==> config.mk <==
export PLATFORM = sky130hd
export DESIGN_NAME = td4_prog_ram
export DESIGN_NICKNAME = d
export VERILOG_FILES = /design/src/rtl/td4_prog_ram.sv
export SDC_FILE = /design/constraint.sdc
export NUM_CORES = 1
export LEC_CHECK = 0
export CORE_MARGIN = 2
export CORE_UTILIZATION = 45
export CTS_CLUSTER_SIZE = 14
export DETAILED_ROUTE_END_ITERATION = 8
export GPL_TIMING_DRIVEN = 0
export PLACE_DENSITY_LB_ADDON = 0.05
export SETUP_SLACK_MARGIN = 0.1
export SLEW_MARGIN = 0
export SYNTH_ARGS = -nofsm -noshare
export SYNTH_HDL_FRONTEND = slang
export SYNTH_SLANG_ARGS = --single-unit
==> constraint.sdc <==
create_clock -name clk -period 3.2 [get_ports clk]
set_input_delay 0.48 -clock clk [delete_from_list [all_inputs] [get_ports clk]]
set_output_delay 0.48 -clock clk [all_outputs]
set_load 0.005 [all_outputs]
==> src/rtl/td4_prog_ram.sv <==
// Double-buffered 16x8 program memory for the TD4 core: the active bank feeds
// op/im combinationally while a host byte stream reloads the shadow bank.
`timescale 1ns/1ps
module td4_prog_ram #(
  parameter int TIMEOUT = 50000
) (
  input  logic       clk,
  input  logic       rst,
  input  logic [3:0] pc,
  output logic [3:0] op,
  output logic [3:0] im,
  input  logic       load_start,
  input  logic       load_abort,
  input  logic       wr_valid,
  input  logic [7:0] wr_data,
  output logic       wr_ready,
  output logic       cpu_hold,
  output logic       cpu_rst_req,
  output logic       load_ok,
  output logic       load_err,
  output logic       bank
);

  typedef enum logic [1:0] {S_IDLE, S_LOAD, S_CHECK, S_COMMIT} state_t;

  localparam int TW = (TIMEOUT > 1) ? $clog2(TIMEOUT + 1) : 1;

  state_t          r_state;
  state_t          w_state_next;
  logic [7:0]      r_mem [2][16];
  logic            r_bank;
  logic [3:0]      r_addr;
  logic [7:0]      r_sum;
  logic [TW-1:0]   r_tcnt;
  logic            r_err;

  logic            w_busy;
  logic            w_xfer;
  logic            w_timeout;
  logic            w_abort;
  logic            w_start;
  logic [7:0]      w_sum_next;

  assign w_busy     = (r_state == S_LOAD) || (r_state == S_CHECK);
  assign w_xfer     = wr_valid && w_busy;
  assign w_sum_next = r_sum + wr_data;
  assign w_timeout  = w_busy && !w_xfer && (TIMEOUT != 0) &&
                      (r_tcnt == TW'(TIMEOUT - 1));
  // Abort beats a simultaneous byte transfer, so that byte is simply dropped.
  assign w_abort    = w_busy && (load_abort || w_timeout);
  assign w_start    = (r_state == S_IDLE) && load_start;

  assign {op, im}   = r_mem[r_bank][pc];
  assign bank       = r_bank;
  assign load_err   = r_err;

  always_ff @(posedge clk or negedge rst) begin
    if (!rst) r_state <= S_IDLE;
    else      r_state <= w_state_next;
  end

  always_comb begin
    // NOTE: every always_comb output gets a default first so no path can infer a latch.
    w_state_next = r_state;
    wr_ready     = 1'b0;
    cpu_hold     = 1'b0;
    load_ok      = 1'b0;
    cpu_rst_req  = 1'b0;
    unique case (r_state)
      S_IDLE: begin
        if (load_start) w_state_next = S_LOAD;
      end
      S_LOAD: begin
        wr_ready = 1'b1;
        cpu_hold = 1'b1;
        if (w_abort)                         w_state_next = S_IDLE;
        else if (w_xfer && r_addr == 4'hF)   w_state_next = S_CHECK;
      end
      S_CHECK: begin
        wr_ready = 1'b1;
        cpu_hold = 1'b1;
        if (w_abort)     w_state_next = S_IDLE;
        else if (w_xfer) w_state_next = (w_sum_next == 8'h00) ? S_COMMIT : S_IDLE;
      end
      S_COMMIT: begin
        cpu_hold     = 1'b1;
        load_ok      = 1'b1;
        cpu_rst_req  = 1'b1;
        w_state_next = S_IDLE;
      end
      default: w_state_next = S_IDLE;
    endcase
  end

  // NOTE: sequential state uses non-blocking assignments only, so every flop
  // samples pre-edge values regardless of process ordering.
  always_ff @(posedge clk or negedge rst) begin
    if (!rst) begin
      r_bank <= 1'b0;
      r_addr <= '0;
      r_sum  <= '0;
      r_tcnt <= '0;
      r_err  <= 1'b0;
    end else begin
      if (w_start) begin
        r_err  <= 1'b0;
        r_addr <= '0;
        r_sum  <= '0;
        r_tcnt <= '0;
      end else if (w_abort) begin
        r_err <= 1'b1;
      end else if (w_xfer) begin
        r_tcnt <= '0;
        if (r_state == S_LOAD) begin
          r_addr <= r_addr + 4'd1;
          r_sum  <= w_sum_next;
        end else if (w_sum_next != 8'h00) begin
          r_err <= 1'b1;
        end
      end else if (w_busy) begin
        r_tcnt <= r_tcnt + TW'(1);
      end
      if (r_state == S_COMMIT) r_bank <= ~r_bank;
    end
  end

  // NOTE: the banks are flops with a reset (not RAM macros) because the core
  // must come out of reset executing a known all-zero program.
  always_ff @(posedge clk or negedge rst) begin
    if (!rst) begin
      for (int b = 0; b < 2; b++)
        for (int a = 0; a < 16; a++)
          r_mem[b][a] <= 8'h00;
    end else if (r_state == S_LOAD && w_xfer && !w_abort) begin
      r_mem[~r_bank][r_addr] <= wr_data;
    end
  end

endmodule

# Yosys cells after proc, flatten, opt, wreduce, memory -nomap -nowiden
# Index checks and enable logic that the tools add are counted.
[totals]
word_cells = 128
output_inout_bits = 14
inputBits = 17
regBits = 288
[classes]
addsub = 3
n_bitwise = 5
order_cmp = 6
eq_ne = 10
reduce_logical = 28
n_mux = 38
[op_table]
columns = ["op", "n"]
rows = [
  ["128-bit two-way mux", 4],
  ["256-bit bitwise mux", 1],
  ["128-bit demux with 1-bit select", 1],
  ["16-bit two-way mux", 4],
  ["8-bit two-way mux", 7],
  ["8-bit binary-select mux with 4-bit select", 1],
  ["8-bit demux with 4-bit select", 1],
  ["16-bit by 1-bit adder with 16-bit output, second input constant", 1],
  ["16-bit == test, second input constant", 1],
  ["4-bit two-way mux", 4],
  ["2-bit two-way mux", 6],
  ["5-bit >= comparator, second input constant", 2],
  ["1-bit logical AND", 10],
  ["4-bit NOT with 5-bit output", 2],
  ["3-bit AND reduction", 3],
  ["3-bit nonzero test", 3],
  ["8-bit adder", 1],
  ["8-bit zero test", 1],
  ["1-bit two-way mux", 8],
  ["2-bit one-hot mux with 4 select lines", 1],
  ["8-bit nonzero test", 1],
  ["3-bit != test, second input constant", 2],
  ["5-bit by 1-bit < comparator with 1-bit output, second input constant", 1],
  ["4-bit by 1-bit adder with 4-bit output, second input constant", 1],
  ["17 further kinds", 23],
]

# Logic depth before layout (Yosys ltp)
[depth]
word_depth = 10
ltp_mapped = 8
ltp_nobuf = 8

# Least setup slack after synthesis
# Ideal clock, no wire load.
[synth_timing]
path_kind = "input to register"
startpoint = "in wr_data[0]"
endpoint = "reg r_err (netlist: load_err)"
setup_slack_ns = 0.296
path_buffers = 0
required_ns = 3.079
setup_ns = 0.121
stages = 7
arrival_time_ns = 2.783
path_cell_list = "ha_1 > fa_1 > xor2_1 > or3_1 > or4_1 > or4_4 > a22o_2"
[synth_between]
elab_chain_len = 4
[synth_rtl]
columns = ["item", "line_no", "source"]
rows = [
  ["start, declared", "15", "input logic [7:0] wr_data,"],
  ["8-bit adder", "46", "assign w_sum_next = r_sum + wr_data;"],
  ["8-bit nonzero test", "117", "end else if (w_sum_next != 8'h00) begin"],
  ["3-bit nonzero test (no line)", "n/a", ""],
  ["3-bit AND reduction (no line)", "n/a", ""],
  ["end signal, assigned", "106", "r_err <= 1'b0;"],
  ["end signal, assigned", "111", "r_err <= 1'b1;"],
  ["end signal, assigned", "118", "r_err <= 1'b1;"],
  ["end, declared", "35", "logic r_err;"],
]
# Every way passes these cells.
# A chain may end at the register's enable or synchronous reset.

# Final worst setup path
[layout_timing]
startpoint = "reg r_bank (netlist: bank)"
endpoint = "out op[0]"
[layout_between]
elab_chain_len = 7
[layout_rtl]
columns = ["item", "line_no", "source"]
rows = [
  ["start, declared", "31", "logic r_bank;"],
  ["start signal, assigned", "123", "if (r_state == S_COMMIT) r_bank <= ~r_bank;"],
  ["1-bit NOT with 2-bit output (not written as such)", "53", "assign {op, im} = r_mem[r_bank][pc];"],
  ["128-bit two-way mux (not written as such) (3 in a row)", "53", ""],
  ["8-bit binary-select mux with 4-bit select", "53", ""],
  ["8-bit two-way mux (not written as such) (2 in a row)", "53", ""],
  ["end, declared", "10", "output logic [3:0] op,"],
]
# Every way passes these cells. The select of a mux whose other input is x is not followed.

==> reports/qor.yml <==
run_status:
  status: "complete, but fails checks"
  violations: "setup timing"
finish:
  areaGrowthSynthToFinish_pct: 18.1
  final_common_cell: "dfrtp_1"
  nNetsFinal: 1044
  fillCellCount: 2506
  fin_cells: 1423
  fin_area_um2: 16200
  utilization: 0.543
  final_cell_mix: "dfrtp_1, mux2_2, mux4_2"
  drive_above_1_share: 0.465
synthesis:
  yosys_most_used_dff: "dfrtp_1"
  synth-edff-count: 0
  seq_area_frac_synth: 0.526
  syn_avg_cell_area_um2: 14.9
  synth-xor-area-share: 0.0115
  synth_top_family_by_area: "multiplexers"
  synthArstFlopShare: 1.00
  synth_seq_cells: 288
  synthCells: 917
  synth-simple-area-share: 0.0442
  syn_nets: 952
  synth_compound_area_frac: 0.0266
  synth_cell_types: 52
  muxShareOfSynthArea: 0.356
  synth_warnings: 0
  yosys.area_share.adder: 0.0170
  netlist_area_um2: 13700
route:
  first_pass_iters: 4
  drt_wl_total_um: 36900
  wire_per_inst_um: 26.0
  drc: 0
  vias: 8298
  vias_per_cell: 5.83
  initialDrtViolationCount: 502
  antenna_left: 0
worst_hold_path:
  worstHoldPathType: "in -> async"
critical_path:
  r2r-start: "r_sum[0]"
  rr_worst_depth: 7
  cp.required_ns: 2.72
  critPathCaptureType: "output pin"
  crit-reg2reg-capture: "load_err"
  crit_path_max_fanout: 5
  crit_end: "op[0]"
  worstSetupPathType: "reg -> out"
  cp-start-kind: "flop"
  worstPathArrival_ns: 2.94
  cp-startpoint: "bank"
  regToRegSetupSlack_ns: 0.23
placed_design:
  dpl.hpwl_um: 24500
  placed_cell_area_um2: 14500
  gp_congestion: 0.791
  dp_cells: 1335
  io_buffers: 25
timing:
  setup_viol: 8
  worst_pin_slew_ns: 0.964
  finalHoldViolations: 0
  min_period_over_period: 1.07
  tns_ns: -1.05
  max_freq_mhz: 293
  finalCriticalPeriod_ns: 3.42
  relSlewSlack: 0.357
  holdWs_ns: 0.458
  finClkSkew_ns: 0.00944
  drv_slew: 0
  fin_ws_ns: -0.215
  rsz0062_at_grt: "true"
global_routing:
  grt_max_degree: 100
  grt_util_all_layers: 0.243
  grt_pass1_wl_um: 55900
  first_global_vias: 8715
  gr-total-overflow: 0
  antenna_found_initial: 2
power_and_ir_drop:
  power.switching_w: 0.00318
  internal_power_w: 0.00793
  peakVddDrop_mv: 0.509
  power_frac_clock: 0.350
  switching_share: 0.286
  power.leakage_nw: 7.76
  pwr-share-seq: 0.376
  p_comb_frac: 0.274
  p_per_area_nw_per_um2: 686
cts:
  clk_pin_slew_ns: 0.06
  h-tree-depth: 2
  cts_num_sinks: 288
  numCtsBuffers: 35
  clkLatencyLatePin_ns: 0.51
  root_buffer: "clkbuf_16"
  clockBufferDepth: 3
  cts_tree: "done"
die:
  die_area_um2: 31900
  start_util: 0.460
  rows: 63
  die_y_um: 179
  die_x_um: 179
  io-pin-count: 31
  core_um2: 29800
job:
  cap_violations: 0
## worst max-delay path: stages, from the launching register on
cell	delay (ns)
dfrtp_1	0.37
buf_8	0.14
buf_6	0.11
buf_12	0.12
buf_12	0.14
buf_6	0.10
mux4_2	0.49
mux4_2	0.53
mux2_4	0.31
buf_6	0.12
## metal layers
layer | vias up | routed length, um | GRT usage
li1 | 3630 | - | -
met1 | 4456 | 17400 | 0.358
met2 | 169 | 16800 | 0.369
met3 | 43 | 2050 | 0.0441
met4 | 0 | 699 | 0.0664
met5 | - | 0 | 0
## power groups by stage
stage	Clock (W)	Sequential [W]	Combinational, W
5_1_grt	0.00412	0.00422	0.00327
2_1_floorplan	0	0.00417	0.00162
3_5_place_dp	0	0.00423	0.00234
6_report	0.00389	0.00418	0.00305
3_3_place_gp	0	0.00423	0.00231
4_1_cts	0.00398	0.00417	0.00309
## registers in the layout, indices dropped and copies added, names as in the netlist
register  flops
r_addr        4
r_mem       256
r_sum         8
bank          1
r_tcnt       16
r_state       2
load_err      1
## cell type report
cell class	count	area [um2]	area share
clock buffer	48	1030	0.0634
sequential	288	7210	0.445
tap	390	488	0.0301
clock inverter	12	96.3	0.00595
timing repair buffer	55	716	0.0442
multi-input combinational	565	6260	0.387
antenna	1	2.50	0.000155
inverter	9	33.8	0.00209
buffer	55	358	0.0221
## worst min-delay path by stage
stage              start          to  slack [ns]
3_5_place_dp         rst  r_mem[146]        0.42
6_report             rst   r_mem[27]        0.46
3_3_place_gp   r_mem[65]   r_mem[65]        0.48
4_1_cts              rst   r_mem[27]        0.48
5_1_grt              rst   r_mem[27]        0.51
2_1_floorplan        rst        bank        0.18
## per-stage QoR
stage	setup slack (ns)	total power, W
final	-0.215	0.0111
after global routing	-0.247	0.0116
after CTS	-0.235	0.0112
after detailed placement	-0.774	0.00657
after global placement	-11.45	0.00654
after floorplan	0.296	0.00580
## kinds of logic after synthesis
| family | after synthesis |
|---|---|
| AND/OR/NAND/NOR | 123 |
| XOR/XNOR | 18 |
| multiplexers | 354 |
| adder cells (fa/ha/maj) | 18 |
| buffers and inverters | 64 |
| AO/OA/AOI/OAI | 52 |
| flip-flops | 288 |
## synth_stat cells, types with 2 or more instances
cell type  count  area [um2]
mux2_2       264        2970
mux4_2        80        1800
a31oi_1        3        18.8
buf_1          7        26.3
nand2_2       12        75.1
clkbuf_1      35         131
nor2b_1        2        12.5
or3_1          5        31.3
o31ai_1        5        37.5
xor2_1        12         105
nor3b_1        3        22.5
inv_1          9        33.8
nor3_1         2        10.0
and3_1         3        18.8
nand4_1        3        18.8
buf_2          9        45.0
ha_1          17         213
nand2_1       35         131
o2111ai_1      4        35.0
a21oi_1        8        40.0
buf_4          4        30.0
dfrtp_1      288        7210
a21o_1         2        15.0
and2_1         3        18.8
nor2_1        36         135
o41ai_1        2        17.5
nand3_1       11        55.1
mux2i_1       10         100
o21ai_0       15        75.1
xnor2_1        6        52.6
## what timing repair did
action | 4_1_cts | 5_1_grt
hold endpoints to repair | 51 | 0
hold buffers | 1 | 0
gates cloned | 3 | 0
resized for setup | 101 | 5
endpoints found under the setup margin | 11 | 11
setup buffers | 21 | 4
Note: power is estimated with default switching activity, not from simulation.
==> variant (config.mk and constraints unchanged) <==
Set the parameter `TIMEOUT` to 200000 (it was 50000).
--- a/src/rtl/td4_prog_ram.sv
+++ b/src/rtl/td4_prog_ram.sv
@@ -4,3 +4,3 @@
 module td4_prog_ram #(
-  parameter int TIMEOUT = 50000
+  parameter int TIMEOUT = 200000
 ) (
Check against the original RTL: no difference found for any inputs over 10 cycles, from zero or initial values and one cycle with rst low; that may be too few to reach the edited logic, so the function may still have changed.
==> variant against the original RTL <==
The flow still finishes with violations (setup timing). Clock power increased by 3%. Total power is 4.7% higher. Cell count grew 1.9%. Routed wire length is 4.1% higher. Combinational power increased by 9.2%. Area after synthesis rose by 3.5%. Via count grew 0.60%. Hold slack gained 0.042 ns. Setup slack worse by 0.019 ns. Final area increased by 3.4%. Sequential cell count up 2. Count of clock-buffer cells in the layout up 5. First-iteration DRC count increased by 11%. Critical endpoint is now op[1]. Largest power group unchanged.
==> variant: results (changes against the original RTL) <==
share of post-route cells with drive strength above 1 0.481 (+0.0163); Cell variety after synth 55 (+5.8%); clock buffer depth 3 (unchanged); antenna violations before repair 1 (-1); worst min-delay path category register to register; Layout Cells excl Fill 1450 (+1.9%); port bufs 26 (+4.0%); placed insts 1361 (+1.9%); largest net degree at the start of global routing 107 (+7.0%); routed wire length 38.4 mm (+4.1%); leakage power 0.00785 uW (+1.2%); Synth top cells by count dfrtp_1, mux2_2, mux4_2; Setup violations, final 8 (unchanged); violated checks setup timing; Crit path arrival time 2.95 ns (about the same); CTS buffer count 34 (-2.9%); Net Count, Synth 966 (+1.5%); DPL Wire Length 25.1 mm (+2.4%); Nets 1059 (+1.4%); slew margin rel. 0.285 (-0.0723); Top Registers r_mem x256, r_tcnt x18, r_sum x8; first-pass GRT wire length 58.4 mm (+4.4%); Root Buffer clkbuf_16; net switching power 3360 uW (+5.6%); synthesized area per cell 15.2 sq um (+1.9%); Critical Path Fanout Max 5 (unchanged); total track usage 0.243 (about the same); worst vdd ir 0.000386 V (-24%); status complete, but fails checks; setup tns final -1.34 ns (-0.290 ns); grt total ovfl 0 (unchanged); clock skew 0.0164 ns (+0.00700 ns); synth warn 0 (unchanged); Final WS setup -0.235 ns (-0.0194 ns); H-tree levels 2 (unchanged); fillcell total 2571 (+2.6%); leading post-synthesis cells by cell area dfrtp_1, mux2_2, mux4_2, mux2_4, ha_1; DRT iter0 DRCs 559 (+11%); Seq/Total Area, Yosys 0.512 (-0.0142); Vias/cell 5.76 (-1.3%); RD Place Congestion 0.794 (+0.29%); DR pass1 iterations 5 (+1); number of global-route vias before repair 8681 (-0.39%); worst-skew pair later-pin latency 0.51 ns (about the same)
[variant: critical path: stages, from the launching register on]
cell and delay [ns]:
dfrtp_2 0.44, clkbuf_16 0.19, buf_16 0.14, buf_12 0.13
buf_6 0.11, mux4_2 0.46, mux4_2 0.52, mux2_4 0.31
buf_6 0.12
[variant: cells by family (layout without fill, tap and decap cells)]
group,Yosys count,in the layout,synth area share
XOR/XNOR,14,14,0.00864
AO/OA/AOI/OAI,56,56,0.0272
other,0,1,0
adder cells (fa/ha/maj),18,18,0.0164
multiplexers,351,351,0.358
buffers and inverters,62,178,0.0186
AND/OR/NAND/NOR,140,140,0.0592
flip-flops,290,290,0.512
[variant: repair_timing]
item                                   CTS  global route
setup endpoints to repair                9            32
endpoints found under the hold margin   12             0
gates resized for setup                108             5
setup buffers                           21             4
cloned                                   4             0
hold buffers                             1             0
[variant: power by group through the flow]
stage | sequential [uW] | combinational, uW | clock, uW
4_1_cts | 4310 | 3340 | 4070
2_1_floorplan | 4300 | 1790 | 0
5_1_grt | 4360 | 3580 | 4220
3_5_place_dp | 4370 | 2580 | 0
6_report | 4310 | 3330 | 3990
3_3_place_gp | 4370 | 2550 | 0
[variant: cell type report]
class                   instances  area share
clock buffers                  53      0.0635
well taps                     402      0.0300
clock inverters                 6     0.00523
inverters                       9     0.00202
repair buffers                 57      0.0404
multi-input cells             579       0.401
flip-flops and latches        290       0.434
diodes                          1    0.000149
plain buffers                  53      0.0239
[variant: metal layers]
metal / vias up / wire [um] / global-route usage
met4: 0 / 779 / 0.0595
met3: 48 / 1560 / 0.0341
met2: 185 / 16900 / 0.357
met1: 4423 / 19200 / 0.380
met5: - / 0 / 0
li1: 3692 / - / -
[variant: through the flow]
stage               instance area [sq um]  setup slack [ns]  total power, uW  hold WS [ns]   util
detailed placement                  15000            -0.917             6950         0.487  0.479
global route                        16700            -0.268            12200         0.507  0.535
floorplan                           14200             0.489             6090         0.184      -
global placement                    14900            -11.66             6920         0.484  0.477
finish                              16700            -0.235            11600         0.500  0.535
CTS                                 16700            -0.245            11700         0.501  0.534
[variant: final timing paths]
kind	slack (ns)	to	from	cells after the start
max	-0.23	op[1]	bank$_DFFE_PN0P_	8
min	0.50	r_mem[252]$_DFFE_PN0P_	r_mem[252]$_DFFE_PN0P_	1
max in group asynchronous	1.65	r_mem[209]$_DFFE_PN0P_	rst	3
min in group asynchronous	0.55	r_mem[53]$_DFFE_PN0P_	rst	2
min reg2reg	0.50	r_mem[252]$_DFFE_PN0P_	r_mem[252]$_DFFE_PN0P_	1
max reg2reg	0.29	r_mem[127]$_DFFE_PN0P_	bank$_DFFE_PN0P_	9
